### config.mk
export PLATFORM = sky130hd
export DESIGN_NAME = uart_fifo_controller
export DESIGN_NICKNAME = d
export VERILOG_FILES = /design/src/rtl/uart_fifo_controller.sv
export SDC_FILE = /design/constraint.sdc
export NUM_CORES = 1
export LEC_CHECK = 0
export CORE_MARGIN = 1.5
export CORE_UTILIZATION = 48
export CTS_BUF_LIST = sky130_fd_sc_hd__clkbuf_4
export DETAILED_ROUTE_END_ITERATION = 7
export PLACE_DENSITY = 0.86
export REMOVE_ABC_BUFFERS = 1
export SYNTH_ARGS = -nofsm -noshare
export SYNTH_HDL_FRONTEND = slang
export SYNTH_SLANG_ARGS = --single-unit
### constraint.sdc
create_clock -name clk -period 2.6 [get_ports clk]
set_input_delay 0.52 -clock clk [delete_from_list [all_inputs] [get_ports clk]]
set_output_delay 0.52 -clock clk [all_outputs]
set_load 0.005 [all_outputs]
### src/rtl/uart_fifo_controller.sv
// Bridges byte streams to an AXI UART Lite over AXI4-Lite: polls STAT, drains RX into a local
// buffer, feeds TX from a local buffer, retries failed responses and counts dropped transfers.
module uart_fifo_controller #(
  parameter logic [31:0] BASE_ADDR     = 32'h4060_0000,
  parameter int unsigned TX_DEPTH_LOG2 = 4,
  parameter int unsigned RX_DEPTH_LOG2 = 4,
  parameter int unsigned MAX_RETRY     = 3
) (
  input  logic                     clk,
  input  logic                     rst_n,
  // AXI4-Lite master
  output logic                     AXI_AWVALID,
  input  logic                     AXI_AWREADY,
  output logic [31:0]              AXI_AWADDR,
  output logic [2:0]               AXI_AWPROT,
  output logic                     AXI_WVALID,
  input  logic                     AXI_WREADY,
  output logic [31:0]              AXI_WDATA,
  output logic [3:0]               AXI_WSTRB,
  input  logic                     AXI_BVALID,
  output logic                     AXI_BREADY,
  input  logic [1:0]               AXI_BRESP,
  output logic                     AXI_ARVALID,
  input  logic                     AXI_ARREADY,
  output logic [31:0]              AXI_ARADDR,
  output logic [2:0]               AXI_ARPROT,
  input  logic                     AXI_RVALID,
  output logic                     AXI_RREADY,
  input  logic [31:0]              AXI_RDATA,
  input  logic [1:0]               AXI_RRESP,
  // Byte streams
  input  logic [7:0]               UART_WRITE_TDATA,
  input  logic                     UART_WRITE_TVALID,
  output logic                     UART_WRITE_TREADY,
  output logic [7:0]               UART_READ_TDATA,
  output logic                     UART_READ_TVALID,
  input  logic                     UART_READ_TREADY,
  // Status
  output logic [TX_DEPTH_LOG2:0]   TX_LEVEL,
  output logic [RX_DEPTH_LOG2:0]   RX_LEVEL,
  output logic [7:0]               ERR_COUNT
);

  localparam int unsigned TxDepth = 2 ** TX_DEPTH_LOG2;
  localparam int unsigned RxDepth = 2 ** RX_DEPTH_LOG2;
  localparam int unsigned RetryW  = (MAX_RETRY < 1) ? 1 : $clog2(MAX_RETRY + 1);
  localparam logic [RetryW-1:0] MaxRetry = RetryW'(MAX_RETRY);

  typedef enum logic [2:0] {
    StIdle,
    StStatAr,
    StStatR,
    StRxAr,
    StRxR,
    StTxAw,
    StTxB
  } state_t;

  state_t              state_q, state_d;
  logic [RetryW-1:0]   retry_q, retry_d;
  logic                aw_done_q, aw_done_d;
  logic                w_done_q, w_done_d;
  logic [7:0]          err_count_q, err_count_d;

  // ---------------------------------------------------------------------------------------------
  // TX buffer
  // ---------------------------------------------------------------------------------------------
  logic [7:0]               tx_mem [TxDepth];
  logic [TX_DEPTH_LOG2-1:0] tx_wr_ptr_q, tx_rd_ptr_q;
  logic [TX_DEPTH_LOG2:0]   tx_level_q;
  logic                     tx_push, tx_pop, tx_full, tx_empty;

  // Level reaches exactly 2**LOG2 only when full, so the MSB alone flags it.
  assign tx_full           = tx_level_q[TX_DEPTH_LOG2];
  assign tx_empty          = (tx_level_q == '0);
  assign UART_WRITE_TREADY = !tx_full;
  assign tx_push           = UART_WRITE_TVALID && UART_WRITE_TREADY;

  always_ff @(posedge clk or negedge rst_n) begin
    if (!rst_n) begin
      tx_wr_ptr_q <= '0;
      tx_rd_ptr_q <= '0;
      tx_level_q  <= '0;
    end else begin
      if (tx_push) tx_wr_ptr_q <= tx_wr_ptr_q + 1'b1;
      if (tx_pop)  tx_rd_ptr_q <= tx_rd_ptr_q + 1'b1;
      if (tx_push && !tx_pop) begin
        tx_level_q <= tx_level_q + 1'b1;
      end else if (!tx_push && tx_pop) begin
        tx_level_q <= tx_level_q - 1'b1;
      end
    end
  end

  always_ff @(posedge clk) begin
    if (tx_push) tx_mem[tx_wr_ptr_q] <= UART_WRITE_TDATA;
  end

  // ---------------------------------------------------------------------------------------------
  // RX buffer (first-word-fall-through)
  // ---------------------------------------------------------------------------------------------
  logic [7:0]               rx_mem [RxDepth];
  logic [RX_DEPTH_LOG2-1:0] rx_wr_ptr_q, rx_rd_ptr_q;
  logic [RX_DEPTH_LOG2:0]   rx_level_q;
  logic                     rx_push, rx_pop, rx_full;

  assign rx_full          = rx_level_q[RX_DEPTH_LOG2];
  assign UART_READ_TVALID = (rx_level_q != '0);
  assign UART_READ_TDATA  = rx_mem[rx_rd_ptr_q];
  assign rx_pop           = UART_READ_TVALID && UART_READ_TREADY;

  always_ff @(posedge clk or negedge rst_n) begin
    if (!rst_n) begin
      rx_wr_ptr_q <= '0;
      rx_rd_ptr_q <= '0;
      rx_level_q  <= '0;
    end else begin
      if (rx_push) rx_wr_ptr_q <= rx_wr_ptr_q + 1'b1;
      if (rx_pop)  rx_rd_ptr_q <= rx_rd_ptr_q + 1'b1;
      if (rx_push && !rx_pop) begin
        rx_level_q <= rx_level_q + 1'b1;
      end else if (!rx_push && rx_pop) begin
        rx_level_q <= rx_level_q - 1'b1;
      end
    end
  end

  always_ff @(posedge clk) begin
    if (rx_push) rx_mem[rx_wr_ptr_q] <= AXI_RDATA[7:0];
  end

  // ---------------------------------------------------------------------------------------------
  // Transaction FSM
  // ---------------------------------------------------------------------------------------------
  logic rresp_ok, bresp_ok, retry_exhausted;
  logic unused_rdata;

  // EXOKAY is treated as success; only SLVERR/DECERR (bit 1 set) are failures.
  assign rresp_ok        = !AXI_RRESP[1];
  assign bresp_ok        = !AXI_BRESP[1];
  assign retry_exhausted = (retry_q == MaxRetry);
  assign unused_rdata    = ^AXI_RDATA[31:8];

  always_ff @(posedge clk or negedge rst_n) begin
    if (!rst_n) begin
      state_q     <= StIdle;
      retry_q     <= '0;
      aw_done_q   <= 1'b0;
      w_done_q    <= 1'b0;
      err_count_q <= '0;
    end else begin
      state_q     <= state_d;
      retry_q     <= retry_d;
      aw_done_q   <= aw_done_d;
      w_done_q    <= w_done_d;
      err_count_q <= err_count_d;
    end
  end

  always_comb begin
    state_d     = state_q;
    retry_d     = retry_q;
    aw_done_d   = aw_done_q;
    w_done_d    = w_done_q;
    err_count_d = err_count_q;
    tx_pop      = 1'b0;
    rx_push     = 1'b0;
    unique case (state_q)
      StIdle: begin
        retry_d = '0;
        state_d = StStatAr;
      end
      StStatAr: begin
        if (AXI_ARREADY) state_d = StStatR;
      end
      StStatR: begin
        if (AXI_RVALID) begin
          if (rresp_ok) begin
            retry_d = '0;
            // RX wins each poll; TX only when RX has nothing or nowhere to go.
            if (AXI_RDATA[0] && !rx_full) begin
              state_d = StRxAr;
            end else if (!AXI_RDATA[3] && !tx_empty) begin
              state_d = StTxAw;
            end else begin
              state_d = StIdle;
            end
          end else if (retry_exhausted) begin
            if (err_count_q != 8'hFF) err_count_d = err_count_q + 1'b1;
            state_d = StIdle;
          end else begin
            retry_d = retry_q + 1'b1;
            state_d = StStatAr;
          end
        end
      end
      StRxAr: begin
        if (AXI_ARREADY) state_d = StRxR;
      end
      StRxR: begin
        if (AXI_RVALID) begin
          if (rresp_ok) begin
            rx_push = 1'b1;
            state_d = StIdle;
          end else if (retry_exhausted) begin
            if (err_count_q != 8'hFF) err_count_d = err_count_q + 1'b1;
            state_d = StIdle;
          end else begin
            retry_d = retry_q + 1'b1;
            state_d = StRxAr;
          end
        end
      end
      StTxAw: begin
        aw_done_d = aw_done_q || AXI_AWREADY;
        w_done_d  = w_done_q || AXI_WREADY;
        if (aw_done_d && w_done_d) begin
          aw_done_d = 1'b0;
          w_done_d  = 1'b0;
          state_d   = StTxB;
        end
      end
      StTxB: begin
        if (AXI_BVALID) begin
          if (bresp_ok) begin
            tx_pop  = 1'b1;
            state_d = StIdle;
          end else if (retry_exhausted) begin
            tx_pop  = 1'b1;
            if (err_count_q != 8'hFF) err_count_d = err_count_q + 1'b1;
            state_d = StIdle;
          end else begin
            retry_d = retry_q + 1'b1;
            state_d = StTxAw;
          end
        end
      end
      default: state_d = StIdle;
    endcase
  end

  always_comb begin
    AXI_ARVALID = 1'b0;
    AXI_ARADDR  = BASE_ADDR + 32'h8;
    AXI_RREADY  = 1'b0;
    AXI_AWVALID = 1'b0;
    AXI_WVALID  = 1'b0;
    AXI_BREADY  = 1'b0;
    unique case (state_q)
      StStatAr: AXI_ARVALID = 1'b1;
      StStatR:  AXI_RREADY  = 1'b1;
      StRxAr: begin
        AXI_ARVALID = 1'b1;
        AXI_ARADDR  = BASE_ADDR;
      end
      StRxR:    AXI_RREADY  = 1'b1;
      StTxAw: begin
        AXI_AWVALID = !aw_done_q;
        AXI_WVALID  = !w_done_q;
      end
      StTxB:    AXI_BREADY  = 1'b1;
      default: ;
    endcase
  end

  // Head byte cannot change while a write is in flight: it is popped only on completion.
  assign AXI_AWADDR = BASE_ADDR + 32'h4;
  assign AXI_AWPROT = 3'b000;
  assign AXI_ARPROT = 3'b000;
  assign AXI_WSTRB  = 4'b0001;
  assign AXI_WDATA  = {24'h0, tx_mem[tx_rd_ptr_q]};

  assign TX_LEVEL  = tx_level_q;
  assign RX_LEVEL  = rx_level_q;
  assign ERR_COUNT = err_count_q;

endmodule

# After elaboration in Yosys (flattened, before gate mapping)
# Memories as Yosys holds them, arrays and structs flattened.
# Index checks and enable logic that the tools add are counted.
[op_classes]
bitwise_logic = 0
add_sub_neg = 10
reduce_logical = 33
n_eq_ne = 18
n_lt_le_gt_ge = 0
n_mux = 53
mul = 0
shift = 0
div = 0
[op_table]
columns = ["operator", "count"]
rows = [
  ["2-to-1 mux 8 bit", 6],
  ["2-to-1 mux 3 bit", 11],
  ["one-hot mux 3 bit (7 select lines)", 1],
  ["2-to-1 mux 5 bit", 4],
  ["2-to-1 mux 1 bit", 19],
  ["2-to-1 mux 2 bit", 9],
  ["adder 4 x 1 -> 4 bit, second input constant", 4],
  ["inequality test 2 bit, second input constant", 8],
  ["one-hot mux 8 bit (2 select lines)", 1],
  ["AND reduction 6 bit", 2],
  ["adder 5 x 1 -> 5 bit, second input constant", 2],
  ["zero test 1 bit", 10],
  ["subtractor 5 x 1 -> 5 bit, second input constant", 2],
  ["== test 3 bit, second input constant", 3],
  ["logical AND 1 bit", 9],
  ["adder 8 x 1 -> 8 bit, second input constant", 1],
  ["inequality test 8 bit, second input constant", 1],
  ["one-hot mux 2 bit (4 select lines)", 1],
  ["== test 3 x 2 -> 1 bit, second input constant", 2],
  ["nonzero test 2 bit", 3],
  ["zero test 5 bit", 1],
  ["AND reduction 5 bit", 1],
  ["nonzero test 5 bit", 1],
  ["2-to-1 mux 4 bit", 1],
  ["other kinds (8)", 11],
]
[word_totals]
mem_count = 2
elab_cells = 127
romBits = 0
ram_bits = 256
regBits = 41
latchBits = 0
[mem_list]
columns = ["name", "depth", "width", "rd", "rd_ports_with_merged_regs", "wr", "line_no", "rtl"]
rows = [
  ["rx_mem", 16, 8, 1, 0, 1, "102", "logic [7:0] rx_mem [RxDepth];"],
  ["tx_mem", 16, 8, 1, 0, 1, "68", "logic [7:0] tx_mem [TxDepth];"],
]

# Longest topological paths before layout
[logic_depth]
depth_word = 8
mapped_depth = 13

# Worst setup path before layout
# Ideal clock, no wire load.
[synth_path]
path_kind = "input to register"
startpoint = "in AXI_RRESP[1]"
endpoint = "reg rx_level_q[4] (netlist: RX_LEVEL[4])"
cell_stages = 12
setup_ns = 0.123
arrival_time_ns = 2.379
slack_ns = 0.099
required_time_ns = 2.477
path_cell_list = "clkbuf_1 nor2_1 and3_1 buf_2 ha_1 inv_1 fa_1 a21o_1 a21oi_1 xnor2_1 nor2_1 xnor2_1"
[synth_via]
elab_chain_len = 6
elab_cells_between_ends = 8
cone_classes = "4 x mux; 4 x reduce/logical"
[synth_rtl]
columns = ["element", "line_no", "rtl"]
rows = [
  ["start: declaration", "30", "input logic [1:0] AXI_RRESP,"],
  ["2-to-1 mux 1 bit (*)", "202", "if (rresp_ok) begin"],
  ["2-to-1 mux 1 bit (*)", "201", "if (AXI_RVALID) begin"],
  ["2-to-1 mux 1 bit (*)", "168", "unique case (state_q)"],
  ["net rx_push", "105", "logic rx_push, rx_pop, rx_full;"],
  ["zero test 1 bit", "122", "end else if (!rx_push && rx_pop) begin"],
  ["logical AND 1 bit", "122", ""],
  ["nonzero test 2 bit (no source line)", "n/a", ""],
  ["end signal: assignment", "121", "rx_level_q <= rx_level_q + 1'b1;"],
  ["end signal: assignment", "123", "rx_level_q <= rx_level_q - 1'b1;"],
  ["end: declaration", "104", "logic [RX_DEPTH_LOG2:0] rx_level_q;"],
]
# Mark *: on every way through the listed nets, which the timed path passes. The rest lies on a longest branch.
# A chain may end at the register's enable or synchronous reset.

# Final worst setup path
[layout_path]
startpoint = "reg rx_rd_ptr_q[0]"
endpoint = "out UART_READ_TDATA[0]"
[layout_via]
elab_chain_len = 1
[layout_rtl]
columns = ["element", "line_no", "rtl"]
rows = [
  ["start: declaration", "103", "logic [RX_DEPTH_LOG2-1:0] rx_wr_ptr_q, rx_rd_ptr_q;"],
  ["start signal: assignment", "119", "if (rx_pop) rx_rd_ptr_q <= rx_rd_ptr_q + 1'b1;"],
  ["memory read (16 x 8 bit)", "n/a", ""],
  ["end: declaration", "35", "output logic [7:0] UART_READ_TDATA,"],
]
# Every way passes these cells.

==> impl_metrics.ini <==
[outcome]
status = complete, but fails checks
violations = negative setup slack

[power_and_ir_drop]
p_leak_nw = 5.607
p_clk_frac = 0.254
p_total_w = 0.01473
p_sw_frac = 0.2939
ir_worst_vdd_mv = 0.6614
pwr-share-comb = 0.344
p_int_w = 0.01040
power_density_mw_per_mm2 = 960.1
seqPwrFrac = 0.402
p_switching_w = 0.004330

[clock_network]
clk_pin_slew_worst_paths_ns = 0.07
cts_buffers = 73
clock_sinks = 297
clock_latency_ns = 0.70
cts_tree = built
cts_max_path_buffers = 3
h-tree-depth = 3
cts_root_buffer = clkbuf_4

[detailed_routing]
routed.top_layer = met4
wl_per_cell_um = 20.40
drtIter0Drc = 517
wirelength_um = 26830
route.met3.wl_um = 1875
met2WireLength_um = 13530
drcViolationCount = 0
first_pass_iters = 4
detail-route-antenna-nets = 0
met1_length_um = 10660
vias = 7004
via_per_inst = 5.326

[floorplan]
rows = 59
dieHeight_um = 167.1
dieArea_sq_mm = 0.02793
die_x_um = 167.1
ios = 192
core-area_sq_mm = 0.02628
start_util = 0.4919

[yosys]
ys_types = 48
synth_top_area_share = 0.5947
async_flop_share = 0.1380
synthCells = 726
synth_ff_type = edfxtp_1
syn_area_sq_mm = 0.01293
ys_ff_latch = 297
synth.area.top_cells = edfxtp_1 (59%), mux4_2 (13%), dfrtp_1 (7.9%)
synth_compound_area_frac = 0.01907
synth_fa_ha_area_frac = 0.02149
yosys_warnings = 0
synth_top_family_by_area = multiplexers
synthSimpleGateAreaFrac = 0.04307
syn_area_per_cell_sq_um = 17.81
synthMuxAreaShare = 0.1463
synth_largest_area_cell = edfxtp_1
yosysMostFrequentCell = edfxtp_1
ys_seq_area_frac = 0.6740
yosys-top-cells-count = edfxtp_1 (256), buf_4 (99), mux4_2 (77)
synth_edf_count = 256
synth_xor_area_frac = 0.02033

[timing]
drv_slew = 0
setup_ws_ns = -0.5071
max_freq_mhz = 321.8
report.final.setup_viol = 16
period_needed_ns = 3.107
fin_skew_ns = 0.05055
rsz0062_at_grt = yes
relSlewSlack = 0.5695
post-route-period-util = 1.195
worstMarginPinSlew_ns = 0.6437
hold_viol_final = 0

[setup_path]
r2r_cells = 12
cp.depth = 6
r2r_end = TX_LEVEL[3]$_DFFE_PN0P_
ff2ff_setup_slack_ns = 0.19
critPathLaunchType = register
critPathTopFamily = multiplexers
critPathCapture = UART_READ_TDATA[0]
arrival_ns = 2.59
crit_top_cell = mux4_2
critical_path_class = reg -> out
critPathSlowestCell = mux4_2
path_buf_inv = 4
worstPathRequired_ns = 2.08
crit_chain = buf_6 -> buf_12 -> buf_16 -> mux4_2 -> mux4_2 -> buf_2
r2r_start = state_q[0]$_DFFE_PN0P_
crit_path_max_incr_delay_ns = 0.49
crit_start = rx_rd_ptr_q[0]$_DFFE_PN0P_
end_kind = output port
critPathMaxFanout = 5

[layout]
drive_gt1_frac = 0.3177
instances_no_fill = 1315
area_delta_synth_final_pct = 18.72
nets = 1003
fill_cells = 1911

[grt]
grt_overflow = 0
grt_first_pass_wirelength_um = 40810
antenna_found_initial = 1
grt_max_degree = 42
track_usage = 0.1955
grt_pass1_vias = 7243

[placement]
dpl.cell_count = 1166
io_buffers = 68
gp_congestion = 0.8078
dp_hpwl_um = 16160

[hold_path]
hp-class = in -> async

[flow_run]
max_cap_viol_count = 0
-- final cells by class --
type	count	area [sq um]	share of cell area
tap	335	419.2	0.02731
inverter	13	48.80	0.003180
multi-input combinational	383	3618	0.2358
sequential	297	8717	0.5680
clock buffer	94	705.7	0.04598
antenna	1	2.502	0.0001631
clock inverter	31	196.4	0.01280
timing repair buffer	161	1639	0.1068
-- layer usage --
layer,global-route usage,vias up
met5,0,-
met4,0.09407,0
met3,0.03640,62
met2,0.3213,365
met1,0.2538,3519
li1,-,3058
-- stage by stage --
step	setup TNS (ns)	util	hold slack, ns	area (sq um)	setup WS, ns
2_1_floorplan	-7.421	-	0.2244	12360	-0.4782
3_3_place_gp	-0.9847	0.5383	0.4868	14150	-0.1298
3_5_place_dp	-1.454	0.5383	0.4944	14150	-0.1648
4_1_cts	-8.214	0.5838	0.3954	15340	-0.5549
5_1_grt	-8.748	0.5840	0.4716	15350	-0.5930
6_report	-7.365	0.5840	0.4664	15350	-0.5071
-- power groups by stage --
stage                     sequential (W)  combinational, W  clock, W
after CTS                        0.00591           0.00510   0.00382
after global routing             0.00597           0.00544   0.00408
after detailed placement         0.00601           0.00456         0
after global placement           0.00598           0.00441         0
after floorplan                  0.00631           0.00228         0
final                            0.00592           0.00506   0.00375
-- flip-flops by register name, summed over array words and instances, names as in the netlist --
signal / flops
ERR_COUNT: 8
RX_LEVEL: 5
TX_LEVEL: 5
aw_done_q: 1
retry_q: 2
rx_mem: 128
rx_rd_ptr_q: 4
rx_wr_ptr_q: 4
state_q: 3
tx_mem: 128
tx_rd_ptr_q: 4
tx_wr_ptr_q: 4
w_done_q: 1
-- layout by cell type (no fill, tap or decap), types with 4 or more instances in the layout --
master | netlist | layout
and2_1 | 16 | 16
clkdlybuf4s50_1 | 0 | 50
o21ai_0 | 9 | 9
buf_12 | 1 | 18
edfxtp_1 | 256 | 256
a21oi_1 | 13 | 13
xnor2_1 | 25 | 24
conb_1 | 2 | 97
dfrtp_1 | 41 | 38
xor2_1 | 5 | 5
ha_1 | 19 | 19
clkinv_2 | 0 | 4
nand2b_1 | 4 | 4
and3_1 | 7 | 7
buf_4 | 99 | 62
nor3_1 | 5 | 5
clkinv_1 | 0 | 20
buf_6 | 7 | 10
mux2_2 | 6 | 6
buf_2 | 1 | 14
nand4_1 | 6 | 6
inv_1 | 13 | 12
mux4_2 | 77 | 79
nor2_1 | 29 | 27
a21o_1 | 4 | 4
clkbuf_4 | 0 | 94
nand2_1 | 26 | 25
-- cells by family after synthesis --
kind of cell	Yosys count
DFF	297
other	2
and+or+nand+nor	108
AOI/OAI and AO/OA	40
buffers and inverters	141
muxes	87
adders and majority gates	21
xor gates and xnor gates	30
-- worst min-delay path by stage --
| stage | to | slack [ns] | depth (start not counted) |
|---|---|---|---|
| final | RX_LEVEL[1]$_DFFE_PN0P_ | 0.47 | 3 |
| after global routing | rx_rd_ptr_q[2]$_DFFE_PN0P_ | 0.47 | 3 |
| after CTS | RX_LEVEL[1]$_DFFE_PN0P_ | 0.40 | 3 |
| after detailed placement | ERR_COUNT[6]$_DFFE_PN0P_ | 0.49 | 1 |
| after global placement | ERR_COUNT[6]$_DFFE_PN0P_ | 0.49 | 1 |
| after floorplan | ERR_COUNT[0]$_DFFE_PN0P_ | 0.22 | 0 |
-- worst register-to-register path: cells and delay by family (launching register included) --
kind,cells,cell delay (ns)
compound gates,3,0.45
xor+xnor,1,0.16
buf+inv,3,0.31
flops,1,0.37
simple gates,3,0.61
fa+ha+maj,2,0.40
-- what timing repair did --
action                                  4_1_cts  5_1_grt
hold buffers                                  1        0
endpoints found under the setup margin       19       23
endpoints found under the hold margin        41        0
setup buffers                                15        5
pin swaps                                     1        0
gates cloned                                  5        0
gates resized for setup                      74       16
Note: power is estimated with default switching activity, not from simulation.
